===== config.mk =====
export PLATFORM = sky130hd
export DESIGN_NAME = regfile_write_arbiter
export DESIGN_NICKNAME = d
export VERILOG_FILES = /design/src/rtl/regfile_write_arbiter.sv
export SDC_FILE = /design/constraint.sdc
export NUM_CORES = 1
export LEC_CHECK = 0
export ABC_AREA = 0
export CAP_MARGIN = 20
export CORE_ASPECT_RATIO = 0.75
export CORE_MARGIN = 8
export CORE_UTILIZATION = 26
export CTS_BUF_LIST = sky130_fd_sc_hd__clkbuf_4
export DETAILED_ROUTE_END_ITERATION = 10
export DONT_BUFFER_PORTS = 1
export GPL_ROUTABILITY_DRIVEN = 0
export PLACE_DENSITY_LB_ADDON = 0.08
export RECOVER_POWER = 100
export REMOVE_ABC_BUFFERS = 1
export SYNTH_ARGS = -nofsm -noshare
export SYNTH_HDL_FRONTEND = slang
export SYNTH_SLANG_ARGS = --single-unit
export TNS_END_PERCENT = 100

===== constraint.sdc =====
create_clock -name clk -period 2.3 [get_ports clk]
set_input_delay 0.46 -clock clk [delete_from_list [all_inputs] [get_ports clk]]
set_output_delay 0.46 -clock clk [all_outputs]
set_load 0.02 [all_outputs]

===== src/rtl/regfile_write_arbiter.sv =====
// Arbitrates the register-file write port between single-cycle writeback (A) and a
// multi-cycle unit (B), with a destination scoreboard and a starvation guard for B.
module regfile_write_arbiter #(
    parameter int XLEN         = 32,
    parameter int STARVE_LIMIT = 4
) (
    input  logic            clk,
    input  logic            rst,
    input  logic            a_valid,
    input  logic [4:0]      a_rd,
    input  logic [XLEN-1:0] a_data,
    output logic            a_ready,
    input  logic            b_valid,
    input  logic [4:0]      b_rd,
    input  logic [XLEN-1:0] b_data,
    output logic            b_ready,
    input  logic            iss_valid,
    input  logic [4:0]      iss_rd,
    output logic            iss_ready,
    input  logic [4:0]      rs1,
    input  logic [4:0]      rs2,
    output logic            hz_rs1,
    output logic            hz_rs2,
    output logic            hz_rd,
    output logic            we,
    output logic [4:0]      ad3,
    output logic [XLEN-1:0] wd3
);
    localparam logic [3:0] LIMIT = 4'(STARVE_LIMIT);

    logic [31:0] pending, pending_nxt;
    logic [3:0]  starve_cnt, starve_nxt;
    logic        force_b, grant_b;

    always_comb begin
        force_b   = b_valid && (starve_cnt == LIMIT);
        grant_b   = b_valid && (!a_valid || force_b);
        a_ready   = !rst && !force_b;
        b_ready   = !rst && grant_b;
        ad3       = grant_b ? b_rd : a_rd;
        wd3       = grant_b ? b_data : a_data;
        // x0 still handshakes; only the physical write is suppressed
        we        = !rst && (grant_b || (a_valid && a_ready)) && (ad3 != 5'd0);
        iss_ready = !rst && !pending[iss_rd];
        hz_rs1    = pending[rs1];
        hz_rs2    = pending[rs2];
        hz_rd     = a_valid && pending[a_rd];
    end

    always_comb begin
        pending_nxt = pending;
        if (b_valid && b_ready)
            pending_nxt[b_rd] = 1'b0;
        // set applied after clear so a same-register collision keeps the reservation
        if (iss_valid && iss_ready && iss_rd != 5'd0)
            pending_nxt[iss_rd] = 1'b1;
        pending_nxt[0] = 1'b0;

        starve_nxt = starve_cnt;
        if (grant_b || !b_valid)
            starve_nxt = 4'd0;
        else if (starve_cnt != LIMIT)
            starve_nxt = starve_cnt + 4'd1;
    end

    always_ff @(posedge clk) begin
        if (rst) begin
            pending    <= '0;
            starve_cnt <= '0;
        end else begin
            pending    <= pending_nxt;
            starve_cnt <= starve_nxt;
        end
    end
endmodule


==> reports/metrics.csv, run 1 <==
metric,value,unit
worst_clock_skew,21.97,ps
worstPathRequired,1840,ps
fin_nets,422,
clock_latency,370,ps
swShare,31.60,%
synth_area,0.003276,mm^2
drc,0,
hold_class,in2reg,
whs,281.6,ps
p_comb_share,27.4,%
power-per-cell-area,377.6,mW/mm^2
grt_start_max_net_pins,32,
syn-mean-instance-area,10.47,um^2
max_cap_viol_count,0,
dp_worst_setup_slack,104.0,ps
start_util,26.62,%
netlist_instances,313,
cell_internal_pwr,1060,uW
timing.final.ws_setup,-183.3,ps
p_clk_share,32.3,%
ys_seq_area_share,21.39,%
rows,35,
drtIter0Drc,290,
arrival,2020,ps
vias_per_cell,5.879,
rsz0062_at_grt,yes,
synth-edff-count,0,
critPathCaptureType,primary output,
multi_input_area,0.002603,mm^2
postPlaceCellArea,0.003425,mm^2
die_w,145.6,um
gr-usage-all-layers,16.19,%
cts.sinks,35,
cts-root-buf,clkbuf_4,
synth-seq-cells,35,
peakVddDrop,214.1,uV
hold_viol,0,
status,finished with violations,
overflow,0,
path_max_fanout,6,
final_area,0.004103,mm^2
relSlewSlack,59.83,%
post_drt_wl_per_cell,27.49,um
grt_pass1_wl,20440,um
p_sw,489.5,uW
whs_path_depth,2,
synthArstFlopShare,0,%
crit_start,starve_cnt[0]$_SDFFE_PP0P_,
critPathKind,reg2out,
reg2reg_depth,8,
cp_cell_sequence,inv_1 -> ha_4 -> nand3b_4 -> a21boi_4 -> buf_12 -> buf_12 -> buf_16 -> mux2_4,
violations,setup timing,
grt_pass1_vias,2954,
drive_above_1_share,49.54,%
fp.dieArea,0.01648,mm^2
wl,13580,um
worstHoldStart,a_valid,
fmax,402.7,MHz
syn2layout_area_growth,25.25,%
cts_hold_buffers,0,
die_h,113.2,um
crit_slowest_cell,dfxtp_1,
hpwl,10190,um
power,1549,uW
seqCellArea,749.5,um^2
drv_slew,0,
start_kind,register,
vias,2904,
crit_top_cell,buf_12,
drt.antenna.violating_nets,0,
tightest_slew,601.9,ps
finalSetupViolCount,43,
clk_pin_slew,130,ps
clk_path_buf_depth,2,
port_buffers,0,
first_pass_iters,4,
ys.warnings.count,0,
htreeDepth,2,
period_share,108.0,%
nFillCells,1239,
core_area,0.01231,mm^2
synth_top_flop_cell,dfxtp_1,
r2r_start,starve_cnt[0]$_SDFFE_PP0P_,
p_leak,0.001414,uW
critPathMaxStageDelay,350,ps
synthDistinctLibCells,52,
pwr-share-seq,40.2,%
finalCriticalPeriod,2483,ps
ios,138,
antenna_found_initial,1,
cts_buffers,5,
cts_tree,yes,
## logic make-up after synthesis
family,synth area share (%)
buffers and inverters,5.500
adder cells (fa/ha/maj),0.7638
multiplexers,38.01
flip-flops,21.39
AND/OR/NAND/NOR,14.71
AO/OA/AOI/OAI,19.63
## Yosys cell counts (3+ instances only)
| cell | n | area (um^2) |
|---|---|---|
| nor2_1 | 10 | 37.54 |
| inv_1 | 14 | 52.55 |
| o21ai_0 | 14 | 70.07 |
| o21ai_1 | 4 | 20.02 |
| mux4_1 | 4 | 105.1 |
| nand2_1 | 24 | 90.09 |
| buf_4 | 5 | 37.54 |
| mux2_2 | 42 | 473.0 |
| nor2b_1 | 5 | 31.28 |
| dfxtp_1 | 35 | 700.7 |
| a2111oi_4 | 3 | 82.58 |
| clkbuf_1 | 10 | 37.54 |
| nor3_1 | 3 | 15.01 |
| mux4_2 | 26 | 585.6 |
| nand2b_1 | 8 | 50.05 |
| a21oi_1 | 5 | 25.02 |
| mux2i_1 | 7 | 70.07 |
| nand3_1 | 16 | 80.08 |
| a32o_1 | 15 | 150.1 |
| buf_2 | 5 | 25.02 |
| a2111o_1 | 3 | 33.78 |
| a31oi_1 | 3 | 18.77 |
| o211ai_1 | 14 | 105.1 |
## path summary, 6_finish.rpt
path                                                   end  slack [ps]
worst min register to register  starve_cnt[0]$_SDFFE_PP0P_         560
worst min-delay path            starve_cnt[1]$_SDFFE_PP0P_         280
worst max register to register       pending[9]$_SDFF_PP0_          90
worst max-delay path                                wd3[7]        -180
## placed cells by master, fill, tap and decap left out, types with 4 or more instances in the layout
cell / Yosys / layout
o21ai_0: 14 / 17
nand2b_1: 8 / 8
nor2b_1: 5 / 5
buf_16: 0 / 4
mux2i_1: 7 / 5
nand3_1: 16 / 16
dfxtp_2: 0 / 24
mux2_4: 0 / 38
nor2_1: 10 / 10
o211ai_1: 14 / 14
buf_12: 0 / 7
dfxtp_4: 0 / 5
mux2_2: 42 / 5
buf_4: 5 / 9
a21oi_1: 5 / 4
nand2_1: 24 / 24
mux4_2: 26 / 29
dfxtp_1: 35 / 6
buf_6: 2 / 5
clkbuf_4: 0 / 6
a32o_1: 15 / 15
inv_1: 14 / 11
## state kept, by name, indices dropped and copies added, names as in the netlist
register	cells
starve_cnt	4
pending	31
## area by class of cell
type / instances / share of cell area (%)
Clock buffer: 5 / 0.9149
Tap cell: 166 / 5.063
Clock inverter: 3 / 1.128
Timing Repair Buffer: 29 / 9.851
Inverter: 14 / 1.281
Antenna cell: 1 / 0.06099
Sequential cell: 35 / 18.27
Multi-Input combinational cell: 241 / 63.43
## per-layer routing
metal	vias to the layer above	track usage (%)	part of all wire [%]
met5	-	0	0
met4	0	2.766	0.60
met3	4	5.463	12
met2	147	24.19	45
met1	1464	22.34	43
li1	1289	-	-
## worst max-delay path, delay by kind of cell (launching register included)
kind / cells / cell delay (ps)
flip-flops: 1 / 350
AND/OR/NAND/NOR: 1 / 90
multiplexers: 1 / 340
buffers and inverters: 4 / 490
adder cells (fa/ha/maj): 1 / 150
AO/OA/AOI/OAI: 1 / 240
## per-stage QoR
step | setup TNS (ps) | std cells | utilization [%]
floorplan | -50040 | 290 | -
global placement | 0 | 462 | 27.83
detailed placement | 0 | 462 | 27.83
CTS | -4670 | 490 | 33.18
global route | -9316 | 494 | 33.34
finish | -5939 | 494 | 33.34
## power by group through the flow
stage | clock, uW | combinational, uW | sequential (uW)
after floorplan | 0 | 261 | 633
after global placement | 0 | 314 | 641
after detailed placement | 0 | 312 | 641
after CTS | 516 | 431 | 622
after global routing | 538 | 446 | 624
final | 501 | 425 | 623
## what timing repair did
item | in CTS | in global routing
setup endpoints to repair | 42 | 43
resized for setup | 85 | 24
setup buffers | 13 | 8
pin swaps | 9 | 8
gates cloned | 7 | 0
(Power assumes the default switching activity.)
==> run 2: changes to the inputs <==
--- a/config.mk
+++ b/config.mk
@@ -7,7 +7,6 @@
 export LEC_CHECK = 0
 export ABC_AREA = 0
 export CAP_MARGIN = 20
-export CORE_ASPECT_RATIO = 0.75
 export CORE_MARGIN = 8
 export CORE_UTILIZATION = 26
 export CTS_BUF_LIST = sky130_fd_sc_hd__clkbuf_4
==> run 2 against run 1 <==
Effect of this change: the flow still finishes with violations (setup timing); cell count fell by 1.0%; non-clock buffer count down 10; global-route usage fell by 0.19 points; largest cell class unchanged; first-iteration DRC count is 28% lower; die area down 0.22%; critical endpoint is now hz_rd; via count shrank 1.7%; clock power fell by 6.6%; sequential power barely moved.
==> reports/metrics.csv, run 2 (synthesis results as in run 1) <==
metric,value,unit,change
largest_reg_flops,31,,unchanged
setup_tns,-1959,ps,+3979 ps
die_w,128.2,um,-12%
cp_cell_sequence,mux4_2 -> mux2i_1 -> nor3b_1 -> o41a_1,,
syn2layout_area_growth,19.90,%,
worst_clock_skew,15.29,ps,-6.679 ps
first_pass_iters,4,,unchanged
hold_class,in2reg,,
hold_viol,0,,unchanged
drv_slew,0,,unchanged
port_buffers,0,,unchanged
violations,setup timing,,
grt_start_max_net_pins,19,,-41%
cts_tree,yes,,
max_cap_viol_count,0,,unchanged
hpwl,10430,um,+2.3%
nFillCells,1300,,+4.9%
crit_slowest_cell,o41a_1,,
clk_path_buf_depth,2,,unchanged
reg2reg_setup_slack,370,ps,+280 ps
final_cell_mix,"mux2_4, mux4_2, nand2_1",,
critPathMaxStageDelay,530,ps,+180 ps
top_register,pending,,
drc,0,,unchanged
status,finished with violations,,
antenna_found_initial,0,,-1
use_met1,21.02,%,-1.3 points
vias,2855,,-1.7%
start_util,26.28,%,-0.34 points
htreeDepth,2,,unchanged
worstPathRequired,1840,ps,about the same
fmax,416.2,MHz,+3.4%
ios,138,,unchanged
grtUsageMet3,4.326,%,-1.1 points
drive_above_1_share,47.32,%,-2.2 points
drt.antenna.violating_nets,0,,unchanged
power-per-cell-area,378.1,mW/mm^2,+0.13%
timing.final.ws_setup,-102.8,ps,+80.50 ps
fp.dieArea,0.01645,mm^2,-0.22%
path_max_fanout,5,,-1
gr-usage-all-layers,16.01,%,-0.19 points
cts.sinks,35,,unchanged
post_drt_wl_per_cell,27.73,um,+0.86%
clock_latency,350,ps,-20 ps
start_kind,register,,
fin_nets,412,,-2.4%
diodes,0,,-1
grt.busiest_layer,met2,,
vias_per_cell,5.838,,-0.68%
critPathCaptureType,primary output,,
drtIter0Drc,210,,-28%
period_share,104.5,%,-3.5 points
grt_pass1_wl,19790,um,-3.2%
clk_pin_slew,140,ps,about the same
finalCriticalPeriod,2403,ps,-80.50 ps
tightest_slew,607.3,ps,+5.424 ps
core_area,0.01247,mm^2,+1.3%
use_met2,25.66,%,+1.5 points
critPathKind,reg2out,,
utilization,31.51,%,-1.8 points
die_h,128.2,um,+13%
rsz0062_at_grt,yes,,
cts-root-buf,clkbuf_4,,
cts_buffers,5,,unchanged
arrival,1940,ps,-80 ps
finalSetupViolCount,41,,-4.7%
final_common_cell,mux2_4,,
rows,41,,+17%
wl,13560,um,-0.16%
overflow,0,,unchanged
p_leak,0.001337,uW,-5.4%
relSlewSlack,59.43,%,-0.40 points
peakVddDrop,262.5,uV,+23%
grt_pass1_vias,2871,,-2.8%
reg.largest.list,"pending x31, starve_cnt x4",,
## run 2: changes by cell type in the layout (fill, tap and decap cells not counted), sizes merged
cell / before / now
buf: 26 / 18
clkbuf: 8 / 6
clkinv: 0 / 2
clkinvlp: 1 / 0
diode: 1 / 0
inv: 15 / 14
## run 2: layout make-up
class	count	area, um^2	share of cell area [%]
Multi-Input combinational cell	241	2604	66.30
Sequential cell	35	745.7	18.99
Timing Repair Buffer	19	229.0	5.830
Tap cell	172	215.2	5.479
Inverter	14	52.55	1.338
Clock inverter	3	43.79	1.115
Clock buffer	5	37.54	0.9557
## run 2: per-layer routing
layer | wire length (um) | part of all wire (%)
met1 | 5612 | 41
met2 | 6578 | 49
met3 | 1114 | 8.2
met4 | 252 | 1.9
met5 | 0 | 0
## run 2: repair_timing
action | CTS | global route
hold buffers | 0 | 0
cloned | 3 | 1
setup endpoints to repair | 42 | 42
gates resized for setup | 72 | 23
pin swaps | 4 | 9
buffers inserted | 9 | 0
## run 2: path summary, 6_finish.rpt
kind              cells past startpoint                          to                  startpoint
setup / recovery                      4                       hz_rd      pending[15]$_SDFF_PP0_
hold / removal                        2  starve_cnt[1]$_SDFFE_PP0P_                     a_valid
setup reg to reg                      7      pending[11]$_SDFF_PP0_  starve_cnt[0]$_SDFFE_PP0P_
hold reg to reg                       2  starve_cnt[0]$_SDFFE_PP0P_  starve_cnt[0]$_SDFFE_PP0P_
## run 2: per-stage QoR
| step | setup slack, ps | total power [uW] | area [um^2] | hold WS [ps] | instances |
|---|---|---|---|---|---|
| floorplan | -1634 | 893.9 | 3148 | 429.7 | 290 |
| global placement | 124.4 | 958.8 | 3447 | 447.2 | 470 |
| detailed placement | 115.9 | 956.9 | 3447 | 460.3 | 470 |
| CTS | -127.2 | 1502 | 3892 | 293.7 | 490 |
| global route | -194.9 | 1557 | 3928 | 290.8 | 489 |
| finish | -102.8 | 1485 | 3928 | 301.9 | 489 |
## run 2: critical path, delay by kind of cell, from the launching register on
family          cells  cell delay (ps)
compound gates      1              530
flops               1              390
mux                 2              610
simple gates        1               70
## run 2: where the power goes
group | switching [uW] | leakage [uW] | internal (uW)
sequential | 12.7 | 0.000297 | 609
clock | 240 | 0.0000452 | 229
combinational | 202 | 0.000995 | 192
total | 454 | 0.00134 | 1030
==> run 3: changes to the inputs <==
--- a/config.mk
+++ b/config.mk
@@ -13,6 +13,7 @@
 export DETAILED_ROUTE_END_ITERATION = 10
 export DONT_BUFFER_PORTS = 1
 export GPL_ROUTABILITY_DRIVEN = 0
+export MAX_ROUTING_LAYER = met4
 export PLACE_DENSITY_LB_ADDON = 0.08
 export RECOVER_POWER = 100
 export REMOVE_ABC_BUFFERS = 1
==> run 3 against run 2 <==
Effect of this change: utilization fell by 0.27 points; highest routed layer unchanged; count of clock-buffer cells in the layout did not move; sequential cell count did not move; sequential power barely moved; clock skew fell by 1.3 ps; combinational power barely moved; critical path depth did not move; worst setup slack got worse by 2.3 ps; critical endpoint unchanged; clock power barely moved; the flow still finishes with violations (setup timing); worst hold slack improved by 1.2 ps; cell count did not move; largest power group unchanged.
==> reports/metrics.csv, run 3 (synthesis results as in run 1) <==
metric,value,unit,change
max_cap_viol_count,0,,unchanged
fin_cells,489,,unchanged
overflow,0,,unchanged
drt.antenna.violating_nets,0,,unchanged
final_cell_mix,"mux2_4, mux4_2, nand2_1, dfxtp_2",,
syn2layout_area_growth,18.87,%,
multi_input_area,0.002566,mm^2,-1.4%
critPathKind,reg2out,,
crit_buf_inv,0,,unchanged
timing.final.ws_setup,-105.1,ps,-2.284 ps
relSlewSlack,49.51,%,-9.9 points
worst_clock_skew,13.99,ps,-1.301 ps
vias,2855,,unchanged
cts_buffers,5,,unchanged
peakVddDrop,259.8,uV,-1.0%
finalCriticalPeriod,2405,ps,+2.284 ps
top_register,pending,,
wl,13550,um,about the same
final_common_cell,mux2_4,,
drc,0,,unchanged
cell_internal_pwr,1029,uW,-0.12%
cts_tree,yes,,
reg.largest.list,"pending x31, starve_cnt x4",,
whs,303.0,ps,+1.157 ps
post_drt_wl_per_cell,27.72,um,about the same
fmax,415.8,MHz,about the same
crit_slowest_cell,o41a_1,,
grt_pass1_wl,19770,um,-0.11%
grt_pass1_vias,2877,,+0.21%
clk_path_buf_depth,2,,unchanged
post-place-cells,470,,unchanged
cp_cell_sequence,mux4_2 -> mux2i_1 -> nor3b_1 -> o41a_1,,
start_util,26.28,%,unchanged
rows,41,,unchanged
drtIter0Drc,256,,+22%
diodes,0,,unchanged
vias_per_cell,5.838,,unchanged
cts-root-buf,clkbuf_4,,
cts_hold_buffers,0,,unchanged
rsz0062_at_grt,yes,,
violations,setup timing,,
fp.dieArea,0.01645,mm^2,unchanged
cts.sinks,35,,unchanged
p_leak,0.001339,uW,+0.15%
finalSetupViolCount,41,,unchanged
core_area,0.01247,mm^2,unchanged
clock_latency,350,ps,about the same
grt_start_max_net_pins,19,,unchanged
pwr-share-seq,42.0,%,about the same
hpwl,10430,um,unchanged
port_buffers,0,,unchanged
period_share,104.6,%,about the same
htreeDepth,2,,unchanged
p_sw,451.1,uW,-0.68%
utilization,31.24,%,-0.27 points
hold_viol,0,,unchanged
worstPathRequired,1840,ps,about the same
largest_reg_flops,31,,unchanged
die_w,128.2,um,unchanged
arrival,1950,ps,about the same
worst_path_dominant_cell_family,multiplexers,,
ios,138,,unchanged
drv_slew,0,,unchanged
critPathCaptureType,primary output,,
antenna_found_initial,0,,unchanged
tightest_slew,755.9,ps,+148.6 ps
seqCellArea,749.5,um^2,+0.50%
die_h,128.2,um,unchanged
clk_pin_slew,130,ps,about the same
p_comb_share,26.5,%,about the same
hold_class,in2reg,,
status,finished with violations,,
fin_nets,412,,unchanged
critPathMaxStageDelay,530,ps,about the same
nFillCells,1305,,+0.38%
start_kind,register,,
drive_above_1_share,48.26,%,+0.95 points
first_pass_iters,4,,unchanged
swShare,30.47,%,-0.12 points
path_max_fanout,5,,unchanged
p_clk_share,31.5,%,about the same
power-per-cell-area,380.2,mW/mm^2,+0.57%
gr-usage-all-layers,16.47,%,+0.46 points
run 3: path summary, 6_finish.rpt:
path,start,to,slack (ps),cells after the start
setup reg to reg,starve_cnt[0]$_SDFFE_PP0P_,pending[11]$_SDFF_PP0_,140,7
setup / recovery,pending[15]$_SDFF_PP0_,hz_rd,-110,4
hold reg to reg,starve_cnt[0]$_SDFFE_PP0P_,starve_cnt[0]$_SDFFE_PP0P_,530,2
hold / removal,a_valid,starve_cnt[1]$_SDFFE_PP0P_,300,2
run 3: repair_timing:
action                                  in CTS  in global routing
gates resized for setup                     72                 26
setup buffers                                9                  0
gates cloned                                 3                  1
pin swaps                                    4                  9
endpoints found under the setup margin      42                 42
run 3: worst register-to-register path, cell delays in order (launching register included):
cell,delay [ps]
dfxtp_2,350
inv_2,60
ha_4,150
nand3b_4,90
buf_4,180
a2111oi_2,740
nand2b_1,200
a32o_1,290
run 3: power groups by stage:
stage          registers [uW]  logic [uW]  clock network (uW)
2_1_floorplan             633         261                   0
3_5_place_dp              640         317                   0
3_3_place_gp              641         318                   0
5_1_grt                   623         412                 514
4_1_cts                   626         396                 481
6_report                  622         392                 466
run 3: final cells by class:
cell class | instances | area share [%]
clock buffer | 5 | 0.9640
clock inverter | 3 | 1.125
inverter | 14 | 1.350
multi-input combinational | 241 | 65.91
sequential | 35 | 19.25
tap | 172 | 5.527
timing repair buffer | 19 | 5.880
run 3: metal layers:
metal / vias to the layer above / part of all wire, % / global-route usage, % / wire length (um)
met1: 1474 / 42 / 21.05 / 5709
met2: 114 / 49 / 25.63 / 6637
met4: 0 / 0.93 / 3.147 / 126
met3: 6 / 8.0 / 4.409 / 1079
li1: 1261 / - / - / -
met5: - / 0 / - / 0
run 3: through the flow:
step	power, uW	worst slack (ps)	setup TNS, ps	cell area, um^2
3_5_place_dp	956.9	115.9	0	3447
3_3_place_gp	958.8	124.4	0	3447
6_report	1481	-105.1	-1901	3894
5_1_grt	1549	-188.9	-6496	3894
4_1_cts	1502	-127.2	-2603	3892
2_1_floorplan	893.9	-1634	-50040	3148
